<file path="src/rtl/pc_sequencer.sv">
// rtl/pc_sequencer.sv - PC sequencer: in-order fetch buffer, redirect squashing
// Optional fetch-time JAL redirection is enabled by defining PC_SEQ_JAL_PREDECODE_EN.
module pc_sequencer #(
    parameter int unsigned     XLEN         = 32,
    parameter logic [XLEN-1:0] RESET_VECTOR = '0,
    parameter int unsigned     DEPTH        = 4
) (
    input  logic            clk,
    input  logic            rst,
    output logic            req_valid,
    output logic [XLEN-1:0] req_pc,
    input  logic            req_ready,
    input  logic            rsp_valid,
    input  logic [31:0]     rsp_instr,
    output logic            out_valid,
    output logic [XLEN-1:0] out_pc,
    output logic [31:0]     out_instr,
    output logic            out_jal,
    input  logic            out_ready,
    input  logic            redir_valid,
    input  logic [XLEN-1:0] redir_pc
);
    localparam int unsigned PW = $clog2(DEPTH);
    localparam int unsigned CW = PW + 1;
    localparam logic [CW-1:0] DEPTH_C = CW'(DEPTH);
    localparam logic [CW-1:0] ONE_C   = CW'(1);

    logic [XLEN-1:0]  pc_mem_q    [DEPTH];
    logic [31:0]      instr_mem_q [DEPTH];
    logic [DEPTH-1:0] filled_q;
    logic [CW-1:0]    head_q, fill_q, tail_q, drop_q;
    logic [CW-1:0]    head_d, fill_d, tail_d, drop_d;
    logic [XLEN-1:0]  req_pc_q, req_pc_d;

    logic [PW-1:0]    head_idx, fill_idx, tail_idx;
    logic [CW-1:0]    occupancy, unfilled;
    logic             req_fire, rsp_drop, rsp_write, pop;
    logic             jal_hit;
    logic [XLEN-1:0]  jal_target;
    logic [1:0]       redir_lsb_unused;

    assign head_idx = head_q[PW-1:0];
    assign fill_idx = fill_q[PW-1:0];
    assign tail_idx = tail_q[PW-1:0];
    assign redir_lsb_unused = redir_pc[1:0];

    // Wrong-path fetches still outstanding count against the in-flight limit,
    // which keeps drop_q bounded by DEPTH.
    assign occupancy = (tail_q - head_q) + drop_q;
    assign unfilled  = tail_q - fill_q;

    assign req_valid = (occupancy < DEPTH_C) && !redir_valid && !rst;
    assign req_pc    = req_pc_q;
    assign req_fire  = req_valid && req_ready;
    assign rsp_drop  = rsp_valid && (drop_q != '0);
    assign rsp_write = rsp_valid && (drop_q == '0) && (unfilled != '0);

    assign out_valid = filled_q[head_idx] && !redir_valid;
    assign out_pc    = pc_mem_q[head_idx];
    assign out_instr = instr_mem_q[head_idx];
    assign pop       = out_valid && out_ready;

`ifdef PC_SEQ_JAL_PREDECODE_EN
    logic [DEPTH-1:0] jal_q;
    assign jal_hit    = rsp_write && !redir_valid && (rsp_instr[6:0] == 7'b1101111);
    assign jal_target = pc_mem_q[fill_idx] + {{(XLEN-20){rsp_instr[31]}}, rsp_instr[19:12],
                                              rsp_instr[20], rsp_instr[30:21], 1'b0};
    assign out_jal    = jal_q[head_idx];
`else
    assign jal_hit    = 1'b0;
    assign jal_target = '0;
    assign out_jal    = 1'b0;
`endif

    always_comb begin
        head_d   = head_q;
        fill_d   = fill_q;
        tail_d   = tail_q;
        drop_d   = drop_q;
        req_pc_d = req_pc_q;
        if (redir_valid) begin
            head_d   = '0;
            fill_d   = '0;
            tail_d   = '0;
            drop_d   = drop_q + unfilled + CW'(req_fire) - CW'(rsp_drop || rsp_write);
            req_pc_d = {redir_pc[XLEN-1:2], 2'b00};
        end else begin
            if (rsp_drop)  drop_d = drop_q - ONE_C;
            if (req_fire) begin
                tail_d   = tail_q + ONE_C;
                req_pc_d = req_pc_q + XLEN'(4);
            end
            if (rsp_write) fill_d = fill_q + ONE_C;
            if (pop)       head_d = head_q + ONE_C;
            // Everything younger than the JAL, including this cycle's request, is wrong-path.
            if (jal_hit) begin
                tail_d   = fill_q + ONE_C;
                drop_d   = drop_q + (unfilled - ONE_C) + CW'(req_fire);
                req_pc_d = jal_target;
            end
        end
    end

    always_ff @(posedge clk or posedge rst) begin
        if (rst) begin
            head_q   <= '0;
            fill_q   <= '0;
            tail_q   <= '0;
            drop_q   <= '0;
            req_pc_q <= RESET_VECTOR;
            filled_q <= '0;
            for (int i = 0; i < int'(DEPTH); i++) begin
                pc_mem_q[i]    <= '0;
                instr_mem_q[i] <= '0;
            end
        end else begin
            head_q   <= head_d;
            fill_q   <= fill_d;
            tail_q   <= tail_d;
            drop_q   <= drop_d;
            req_pc_q <= req_pc_d;
            if (redir_valid) begin
                filled_q <= '0;
            end else begin
                if (req_fire) begin
                    pc_mem_q[tail_idx] <= req_pc_q;
                    filled_q[tail_idx] <= 1'b0;
                end
                if (rsp_write) begin
                    instr_mem_q[fill_idx] <= rsp_instr;
                    filled_q[fill_idx]    <= 1'b1;
                end
                if (pop) filled_q[head_idx] <= 1'b0;
            end
        end
    end

`ifdef PC_SEQ_JAL_PREDECODE_EN
    always_ff @(posedge clk or posedge rst) begin
        if (rst) begin
            jal_q <= '0;
        end else if (redir_valid) begin
            jal_q <= '0;
        end else begin
            if (req_fire)  jal_q[tail_idx] <= 1'b0;
            if (rsp_write) jal_q[fill_idx] <= jal_hit;
        end
    end
`endif

endmodule

</file>
<file path="config.mk">
export PLATFORM = sky130hd
export DESIGN_NAME = pc_sequencer
export DESIGN_NICKNAME = d
export VERILOG_FILES = /design/src/rtl/pc_sequencer.sv
export SDC_FILE = /design/constraint.sdc
export NUM_CORES = 1
export LEC_CHECK = 0
export ABC_AREA = 1
export ABC_CLOCK_PERIOD_IN_PS = 25000
export CAP_MARGIN = 10
export CORE_MARGIN = 2
export CORE_UTILIZATION = 45
export DETAILED_ROUTE_END_ITERATION = 6
export GPL_ROUTABILITY_DRIVEN = 0
export PLACE_DENSITY_LB_ADDON = 0.3
export SLEW_MARGIN = 20
export SYNTH_ARGS = -nofsm -noshare
export SYNTH_HDL_FRONTEND = slang
export SYNTH_SLANG_ARGS = --single-unit
</file>
<file path="constraint.sdc">
create_clock -name clk -period 25 [get_ports clk]
set_input_delay 2.5 -clock clk [delete_from_list [all_inputs] [get_ports clk]]
set_output_delay 2.5 -clock clk [all_outputs]
set_load 0.02 [all_outputs]
</file>
---- Yosys cells after proc, flatten, opt, wreduce, memory -nomap -nowiden ----
Cells that the tools add are included.
word-level totals
  bits of input ports ..................... 70
  flip-flop bits (word level) ............. 304
  word-level logic and storage cells ...... 107
operators by class
  order comparisons ....................... 12
  reductions and logical operators ........ 25
  add/subtract/negate cells ............... 11
  bitwise operators ....................... 9
  muxes and demuxes ....................... 36
operators with widths
  kind                     number
  $bwmux W128              2
  $mux W32                 8
  $bmux W32 S2             2
  $demux W32 S2            2
  $add A32 B3 Y32 const B  1
  $mux W3                  8
  $mux W4                  6
  $logic_and A1 B1 Y1      13
  $add A3 B1 Y3 const B    3
  $ge A3 B3 Y1 const B     3
  $lt A2 B3 Y1 const B     3
  $not A2 Y3               3
  $and A4 B4 Y4            2
  $not A4 Y4               2
  $reduce_bool A2 Y1       4
  $add A3 B3 Y3            2
  $demux W1 S2             3
  $ge A2 B1 Y1 const B     3
  $lt A3 B1 Y1 const B     2
  $reduce_bool A3 Y1       2
  $sub A3 B3 Y3            2
  $mux W1                  4
  $or A4 B4 Y4             1
  $reduce_and A2 Y1        2
  other kinds (9)          10

---- Longest topological paths before layout ----
Gate-level depths: netlist (run 1).
  word-level depth ........................ 14
  mapped depth ............................ 21
  gate-level depth less buffers ........... 19

---- Least setup slack after synthesis (run 1) ----
OpenSTA, ideal clock, no wires.
  kind .................................... input port to output port
  from .................................... input redir_valid
  to ...................................... output req_valid
  slack ................................... 19.273 ns
  data arrival time ....................... 3.227 ns
  buffers on the path ..................... 2
  required time ........................... 22.500 ns
  cell stages on the path ................. 5
  cells stage by stage .................... buf_2 > clkinv_1 > nand2_1 > nor2_2 > buf_4
between the ends
  longest elaborated chain between the ends .. 3
RTL lines
  what                               RTL line  RTL
  from (decl)                        20        input logic redir_valid,
  $logic_not A1 Y1                   52        assign req_valid = (occupancy < DEPTH_C) && !redir_valid && !rst;
  $logic_and A1 B1 Y1 (2 in series)  52
  to (decl)                          10        output logic req_valid,
Every way passes these cells.

---- Final worst setup path (run 1) ----
Same ends and word-level chain as after synthesis.

==> results of run 1 <==
## path summary, 6_finish.rpt
| path | endpoint | slack [ps] |
|---|---|---|
| max | req_valid | 18090 |
| min | instr_mem_q[59]$_DFFE_PP0P_ | 470 |
| max reg2reg | drop_q[2]$_DFFE_PP0P_ | 20560 |
| min reg2reg | instr_mem_q[59]$_DFFE_PP0P_ | 470 |
| max in group asynchronous | head_q[0]$_DFFE_PP0P_ | 21130 |
| min in group asynchronous | pc_mem_q[99]$_DFFE_PP0P_ | 2570 |
## final cells by class
cell class / count / area share, %
Tap cell: 402 / 2.92
Clock inverter: 11 / 0.756
Clock buffer: 45 / 5.16
Timing Repair Buffer: 178 / 10.2
Sequential cell: 294 / 42.8
Inverter: 65 / 1.50
Multi-Input combinational cell: 1348 / 36.7
## registers in the layout (all words and copies together) (netlist names)
register     count
head_q           3
drop_q           3
req_pc          30
filled_q         4
pc_mem_q       120
tail_q           3
fill_q           3
instr_mem_q    128
## tightest hold or removal path, delay by kind of cell, from the launching register on
family	cells	cell delay [ps]
AND/OR/NAND/NOR	1	50
flip-flops	1	330
AO/OA/AOI/OAI	1	60
## synth_stat cells (2+ instances only)
| library cell | number | area share [%] |
|---|---|---|
| buf_2 | 44 | 1.5 |
| nand3_1 | 80 | 2.8 |
| clkbuf_1 | 65 | 1.7 |
| buf_4 | 11 | 0.57 |
| nand4_2 | 4 | 0.35 |
| a21oi_1 | 7 | 0.24 |
| xor2_1 | 16 | 0.97 |
| nor2_2 | 5 | 0.22 |
| nor2_1 | 184 | 4.8 |
| xnor2_1 | 5 | 0.30 |
| dfrtp_1 | 294 | 51 |
| inv_1 | 62 | 1.6 |
| buf_1 | 8 | 0.21 |
| nand2_1 | 547 | 14 |
| o21ai_0 | 231 | 8.0 |
| o211ai_1 | 15 | 0.78 |
| ha_1 | 20 | 1.7 |
| inv_2 | 2 | 0.052 |
| o21ai_1 | 155 | 5.4 |
| fa_1 | 4 | 0.55 |
| o22ai_1 | 62 | 2.7 |
## kinds of logic (layout without fill, tap and decap cells)
logic type	after synthesis	after routing	synth area share, %
AO/OA/AOI/OAI	472	472	17.2
XOR/XNOR	21	21	1.27
adder cells (fa/ha/maj)	24	24	2.28
buffers and inverters	193	299	5.68
flip-flops	294	294	50.9
other	1	5	0.0259
AND/OR/NAND/NOR	826	826	22.7
## per-layer routing
layer	track usage (%)	wire, um	up-vias
met5	0	0	-
met4	6.78	894	0
met3	3.97	3080	81
met1	32.9	17700	6203
li1	-	-	6203
met2	40.6	19200	484
## power by group through the flow
| stage | logic [mW] | clock network, mW | registers (mW) |
|---|---|---|---|
| after floorplan | 0.286 | 0 | 0.609 |
| after global placement | 0.475 | 0 | 0.612 |
| after detailed placement | 0.483 | 0 | 0.615 |
| after CTS | 0.488 | 0.473 | 0.607 |
| after global routing | 0.535 | 0.491 | 0.618 |
| final | 0.485 | 0.464 | 0.608 |
## metrics by stage
step | hold WS, ps | util, % | setup slack [ps] | instances
finish | 472 | 54.5 | 18090 | 2343
global route | 492 | 54.5 | 18000 | 2343
CTS | 476 | 54.5 | 18060 | 2343
detailed placement | 463 | 51.3 | 18060 | 2287
global placement | 457 | 51.3 | 18100 | 2287
floorplan | 445 | - | 14380 | 1835
==> flow_summary.json, run 1 <==
{
  "cts.path.max_buffers": 3,
  "power_density_nw_per_um2": 90.4,
  "seq_area_sq_um": 7360,
  "final_common_cell": "nand2_1",
  "portBuffers": 161,
  "worst_path_max_delay_cell": "clkdlybuf4s50_1",
  "finalPower_mw": 1.56,
  "ios": 169,
  "cts_root_buf": "clkbuf_16",
  "ant_nets": 0,
  "min_path_cells": 2,
  "path_clk_slew_ps": 60,
  "grtUsageTotal_pct": 24.3,
  "core_region_area_sq_um": 31600,
  "post-route-min-period_ps": 6910,
  "cts_buffers": 31,
  "tritoncts": "built",
  "start_util_pct": 45.8,
  "finalClockSkew_ps": 8.53,
  "grt_pass1_vias": 12500,
  "syn_inst": 1831,
  "rsz0062_at_grt": "false",
  "path_buf_inv": 5,
  "die_x_um": 183,
  "crit_required_ps": 22500,
  "synth_ff_type": "dfrtp_1",
  "synth-edff-count": 0,
  "grt_antenna_before_repair": 0,
  "die_h_um": 183,
  "fin_nets": 2012,
  "placed_area_sq_um": 16200,
  "final_cell_mix": "nand2_1 (547), dfrtp_1 (292), o21ai_0 (231)",
  "setup_viol": 0,
  "startpoint": "redir_valid",
  "r2r-start": "head_q[0]$_DFFE_PP0P_",
  "multi_input_area_sq_um": 6310,
  "clock_latency_ps": 560,
  "path_delay_family": "buffers and inverters",
  "seq_power_share_pct": 39.1,
  "power_frac_clock_pct": 29.8,
  "drcViolationCount": 0,
  "fill_cells": 2938,
  "clock_sinks": 294,
  "htreeDepth": 1,
  "cp-end-kind": "primary output",
  "drv_slew": 0,
  "rows": 65,
  "drt_pass1_iterations": 6,
  "drt-total-wl_mm": 40.9,
  "min_period_over_period_pct": 27.6,
  "slowest_delay_ps": 560,
  "cts_resized": 0,
  "ys_types": 31,
  "wl_per_cell_um": 17.4,
  "ys_seq_elements": 294,
  "fmax_mhz": 145,
  "avgSynthCellArea_sq_um": 7.90,
  "drt_iter0_markers": 1154,
  "vias_per_cell": 5.54,
  "yosysWarnings": 0,
  "cts_setup_buffers": 0,
  "drive_gt1_share_pct": 4.33,
  "ir_drop_uv": 67.7,
  "hold_path_startpoint": "instr_mem_q[59]$_DFFE_PP0P_",
  "netSwitchingFraction_pct": 33.8,
  "crit_fanout": 36,
  "p_leak_nw": 8.36,
  "worstMarginPinSlew_ps": 1070,
  "timing_hold_violations_final": 0,
  "syn_area_sq_um": 14500,
  "worst-path-stages": 7,
  "maxSlewHeadroom_pct": 28.7,
  "async_reset_ff_share_pct": 100,
  "cts_hold_buf": 0,
  "p_switching_mw": 0.527,
  "status": "finished clean",
  "crit_arrival_ps": 4410,
  "p_comb_share_pct": 31.2,
  "crit_chain": "clkdlybuf4s50_1 > buf_4 > clkinv_1 > nand2_1 > nor2_2 > buf_4 > clkdlybuf4s50_1",
  "finish.instance_area_sq_um": 17200,
  "grt_pass1_wl_mm": 65.7,
  "drv_cap": 0,
  "setup_tns_ps": 0,
  "grt_max_degree": 150,
  "crit_type": "in2out",
  "p_int_mw": 1.03,
  "cp-start-kind": "primary input",
  "diodes": 0,
  "dieArea_sq_um": 33600,
  "min_path_type": "reg2reg",
  "syn_to_final_growth_pct": 19.0,
  "grt_overflow_total": 0,
  "ys_seq_area_share_pct": 50.9,
  "vias": 13000,
  "reg2reg_depth": 17,
  "hpwl_mm": 24.4
}
(Power assumes the default switching activity.)
==> inputs of run 2 (changes only) <==
--- a/config.mk
+++ b/config.mk
@@ -6,7 +6,7 @@
 export NUM_CORES = 1
 export LEC_CHECK = 0
 export ABC_AREA = 1
-export ABC_CLOCK_PERIOD_IN_PS = 25000
+export ABC_CLOCK_PERIOD_IN_PS = 6300
 export CAP_MARGIN = 10
 export CORE_MARGIN = 2
 export CORE_UTILIZATION = 45
==> constraint.sdc (replaced) <==
create_clock -name clk -period 6.3 [get_ports clk]
set_input_delay 0.63 -clock clk [delete_from_list [all_inputs] [get_ports clk]]
set_output_delay 0.63 -clock clk [all_outputs]
set_load 0.02 [all_outputs]
==> run 2 against run 1 <==
Global-route usage rose by 0.48 points. Core utilization barely moved. Hold slack improved by 2.5 ps. Final cell count rose by 0.30%. Sequential cell count did not move. Routed wire length rose by 0.44%. Worst setup slack got worse by 17000 ps. Die area did not move. Critical path depth fell by 2. Sequential power rose to 4.0 times the previous value. Clock power rose to 3.9 times the previous value. Sequential share of layout area barely moved. Critical endpoint is now out_pc[13]. Highest routed layer is now met5.
==> flow_summary.json, run 2 (synthesis gave the netlist of run 1 again) <==
{
  "tritoncts": "built",
  "p_leak_nw": 8.37,
  "cp-endpoint": "out_pc[13]",
  "highest_layer": "met5",
  "grt_pass1_wl_mm": 66.9,
  "rows": 65,
  "crit_required_ps": 5670,
  "drcViolationCount": 0,
  "seq_area_sq_um": 7360,
  "hold_path_startpoint": "instr_mem_q[37]$_DFFE_PP0P_",
  "wl_met3_mm": 3.23,
  "core_region_area_sq_um": 31600,
  "cts_resized": 0,
  "cp-end-kind": "primary output",
  "cts.path.max_buffers": 3,
  "ir_drop_uv": 239,
  "final_cell_mix": "nand2_1 (547), dfrtp_1 (292), o21ai_0 (231)",
  "ff2ff_setup_slack_ps": 2590,
  "fin_nets": 2019,
  "rsz0062_at_grt": "false",
  "drt_pass1_iterations": 5,
  "ios": 169,
  "clock_latency_ps": 570,
  "hpwl_mm": 24.9,
  "grt_max_degree": 121,
  "syn_to_final_growth_pct": 19.1,
  "crit_fanout": 66,
  "final_common_cell": "nand2_1",
  "vias_per_cell": 5.47,
  "htreeDepth": 1,
  "largest_reg_flops": 128,
  "worstMarginPinSlew_ps": 970,
  "r2r-start": "tail_q[0]$_DFFE_PP0N_",
  "dieArea_sq_um": 33600,
  "diodes": 0,
  "grt_pass1_vias": 12600,
  "cts_setup_buffers": 0,
  "status": "finished clean",
  "top_register": "instr_mem_q",
  "cts_root_buf": "clkbuf_16",
  "multi_input_area_sq_um": 6290,
  "timing_hold_violations_final": 0,
  "ant_nets": 0,
  "fill_cells": 2957,
  "crit_arrival_ps": 4150,
  "finalClockSkew_ps": 19.8,
  "path_clk_slew_ps": 60,
  "wl_met2_mm": 19.0,
  "startpoint": "head_q[0]$_DFFE_PP0P_",
  "drv_cap": 0,
  "fmax_mhz": 209,
  "reg2reg_depth": 18,
  "grt_overflow_total": 0,
  "drt-total-wl_mm": 41.0,
  "power_density_nw_per_um2": 356,
  "grt_antenna_before_repair": 2,
  "cts_buffers": 31,
  "min_path_type": "reg2reg",
  "drt_iter0_markers": 1043,
  "min_period_over_period_pct": 75.8,
  "die_x_um": 183,
  "setup_tns_ps": 0,
  "die_h_um": 183,
  "clock_sinks": 294,
  "drive_gt1_share_pct": 4.47,
  "drv_slew": 0,
  "finalPower_mw": 6.14,
  "met1_length_mm": 17.7,
  "cts_hold_buf": 0,
  "cp-start-kind": "register",
  "wl_per_cell_um": 17.5,
  "grtUsageTotal_pct": 24.8,
  "maxSlewHeadroom_pct": 35.1,
  "setup_viol": 0,
  "portBuffers": 161,
  "vias": 12800,
  "post-route-min-period_ps": 4780,
  "start_util_pct": 45.8,
  "crit_type": "reg2out",
  "r2r-end": "drop_q[2]$_DFFE_PP0P_"
}
[run 2: layout make-up]
class,count,share of cell area (%)
Sequential cell,294,42.8
Multi-Input combinational cell,1348,36.6
Timing Repair Buffer,185,10.5
Clock buffer,53,5.57
Tap cell,402,2.92
Inverter,65,1.45
Clock inverter,3,0.233
[run 2: worst min-delay path by stage]
stage	to	depth (start not counted)
floorplan	instr_mem_q[32]$_DFFE_PP0P_	2
global placement	instr_mem_q[78]$_DFFE_PP0P_	2
detailed placement	instr_mem_q[52]$_DFFE_PP0P_	2
CTS	instr_mem_q[88]$_DFFE_PP0P_	2
global route	pc_mem_q[79]$_DFFE_PP0P_	2
finish	instr_mem_q[37]$_DFFE_PP0P_	2
[run 2: routing by layer]
metal	GRT usage, %	vias to the layer above
met5	0	-
met4	7.46	4
met3	4.86	80
met2	41.5	468
met1	32.7	6081
li1	-	6211
[run 2: power by group]
group / internal, mW / switching [mW] / leakage (nW) / total (mW)
clock network: 1.06 / 0.739 / 0.490 / 1.80
registers: 2.20 / 0.219 / 3.97 / 2.41
logic: 0.800 / 1.12 / 3.91 / 1.92
[run 2: critical path: stages, from the launching register on]
cell and delay [ps]:
dfrtp_4 900, clkinv_2 950, buf_4 660, o21ai_0 250, o22ai_1 170, clkdlybuf4s50_1 580
[run 2: through the flow]
stage / util [%] / cell area, sq um / hold WS [ps] / setup slack [ps] / cells
5_1_grt: 54.6 / 17200 / 497 / 1370 / 2350
3_5_place_dp: 51.4 / 16200 / 463 / 2200 / 2294
6_report: 54.6 / 17200 / 475 / 1520 / 2350
2_1_floorplan: - / 14500 / 445 / 1770 / 1835
3_3_place_gp: 51.4 / 16200 / 457 / 2240 / 2294
4_1_cts: 54.5 / 17200 / 477 / 1600 / 2350
==> inputs of run 3 (changes only) <==
--- a/config.mk
+++ b/config.mk
@@ -6,7 +6,7 @@
 export NUM_CORES = 1
 export LEC_CHECK = 0
 export ABC_AREA = 1
-export ABC_CLOCK_PERIOD_IN_PS = 6300
+export ABC_CLOCK_PERIOD_IN_PS = 4600
 export CAP_MARGIN = 10
 export CORE_MARGIN = 2
 export CORE_UTILIZATION = 45
==> constraint.sdc (replaced) <==
create_clock -name clk -period 4.6 [get_ports clk]
set_input_delay 0.46 -clock clk [delete_from_list [all_inputs] [get_ports clk]]
set_output_delay 0.46 -clock clk [all_outputs]
set_load 0.02 [all_outputs]
==> run 3 against run 2 <==
Sequential cell count unchanged. Critical path type unchanged. Clock skew fell by 8.8 ps. Non-clock buffer count increased by 8. Hold slack worse by 2.6 ps. Die area unchanged.
==> flow_summary.json, run 3 (synthesis gave the netlist of run 1 again) <==
{
  "drcViolationCount": 0,
  "tritoncts": "built",
  "grtUsageTotal_pct": 25.2,
  "cts_hold_buf": 0,
  "portBuffers": 161,
  "postLayoutSetupSlackWorst_ps": 726,
  "crit_required_ps": 4140,
  "clock_sinks": 294,
  "vias_per_cell": 5.54,
  "min_path_type": "reg2reg",
  "htreeDepth": 2,
  "final_cell_mix": "nand2_1 (547), dfrtp_1 (292), o21ai_0 (231)",
  "final_common_cell": "nand2_1",
  "cts_buffers": 34,
  "crit_arrival_ps": 3410,
  "largest_reg_flops": 128,
  "cts_setup_buffers": 0,
  "ir_drop_uv": 325,
  "drt-total-wl_mm": 41.6,
  "setup_viol": 0,
  "grt_antenna_before_repair": 2,
  "drt_iter0_markers": 1167,
  "final_core_util_pct": 55.3,
  "die_x_um": 183,
  "top_register": "instr_mem_q",
  "worst_hold_slack_ps": 472,
  "fin_nets": 2030,
  "cts_root_buf": "clkbuf_16",
  "rows": 65,
  "drive_gt1_share_pct": 5.31,
  "pre_cts_ws_ps": 939,
  "cp-start-kind": "register",
  "cts_resized": 0,
  "wl_per_cell_um": 17.6,
  "p_leak_nw": 8.50,
  "dieArea_sq_um": 33600,
  "rsz0062_at_grt": "false",
  "fmax_mhz": 258,
  "r2r-end": "drop_q[2]$_DFFE_PP0P_",
  "crit_type": "reg2out",
  "vias": 13100,
  "maxSlewHeadroom_pct": 38.6,
  "drv_slew": 0,
  "crit_fanout": 63,
  "cp-endpoint": "out_instr[31]",
  "start_util_pct": 45.8,
  "power_density_nw_per_um2": 495,
  "drv_cap": 0,
  "grt_pass1_wl_mm": 67.8,
  "path_clk_slew_ps": 50,
  "hpwl_mm": 25.4,
  "diodes": 0,
  "ant_nets": 0,
  "timing_hold_violations_final": 0,
  "drt_pass1_iterations": 5,
  "startpoint": "head_q[0]$_DFFE_PP0P_",
  "ios": 169,
  "reg2reg_depth": 18,
  "core_region_area_sq_um": 31600,
  "grt_overflow_total": 0,
  "ff2ff_setup_slack_ps": 940,
  "finalClockSkew_ps": 11.1,
  "finalPower_mw": 8.65,
  "grt_max_degree": 157,
  "syn_to_final_growth_pct": 20.8,
  "cp-end-kind": "primary output",
  "cts.path.max_buffers": 3,
  "setup_tns_ps": 0,
  "grt_pass1_vias": 12900,
  "min_period_over_period_pct": 84.2,
  "worstMarginPinSlew_ps": 921,
  "clock_latency_ps": 510,
  "post-route-min-period_ps": 3870,
  "r2r-start": "tail_q[0]$_DFFE_PP0N_",
  "die_h_um": 183,
  "status": "finished clean"
}
[run 3: changes by cell type in the layout (fill, tap and decap cells not counted), moves of 3 or more]
cell / previous run / this run
buf_12: 1 / 6
buf_4: 22 / 26
clkbuf_16: 31 / 37
clkinv_2: 3 / 6
clkbuf_1: 12 / 6
[run 3: through the flow]
stage | area, sq um | cells
2_1_floorplan | 14500 | 1835
3_3_place_gp | 16300 | 2302
3_5_place_dp | 16300 | 2302
4_1_cts | 17500 | 2361
5_1_grt | 17500 | 2361
6_report | 17500 | 2361
[run 3: routing by layer]
metal,GRT usage (%),wire [um],vias to the layer above
met3,4.13,3240,90
met5,0,27,-
met4,7.04,1020,4
met1,33.5,17800,6204
li1,-,-,6255
met2,42.8,19500,520
[run 3: where the power goes]
group	leakage (nW)	total, mW	switching [mW]	internal (mW)
Combinational	3.97	2.65	1.55	1.10
Sequential	3.97	3.30	0.287	3.01
Clock	0.562	2.70	1.06	1.65
[run 3: how the worst min path moves through the flow]
| stage | from | end | depth (start not counted) |
|---|---|---|---|
| 3_3_place_gp | instr_mem_q[78]$_DFFE_PP0P_ | instr_mem_q[78]$_DFFE_PP0P_ | 2 |
| 2_1_floorplan | instr_mem_q[32]$_DFFE_PP0P_ | instr_mem_q[32]$_DFFE_PP0P_ | 2 |
| 4_1_cts | instr_mem_q[50]$_DFFE_PP0P_ | instr_mem_q[50]$_DFFE_PP0P_ | 2 |
| 5_1_grt | instr_mem_q[36]$_DFFE_PP0P_ | instr_mem_q[36]$_DFFE_PP0P_ | 2 |
| 6_report | instr_mem_q[87]$_DFFE_PP0P_ | instr_mem_q[87]$_DFFE_PP0P_ | 2 |
| 3_5_place_dp | instr_mem_q[37]$_DFFE_PP0P_ | instr_mem_q[37]$_DFFE_PP0P_ | 2 |
[run 3: final cells by class]
cell class,instances,area (sq um)
Inverter,65,249
Multi-Input combinational cell,1348,6290
Clock inverter,8,72.6
Timing Repair Buffer,193,1930
Clock buffer,51,1060
Tap cell,402,503
Sequential cell,294,7360
Fill cell,2950,14100
[run 3: worst max-delay path, stage by stage (launching register included)]
cell and delay (ps):
dfrtp_4 430, buf_4 560, clkinv_2 440, buf_4 430, o21ai_0 280, o22ai_1 170
clkdlybuf4s50_1 570
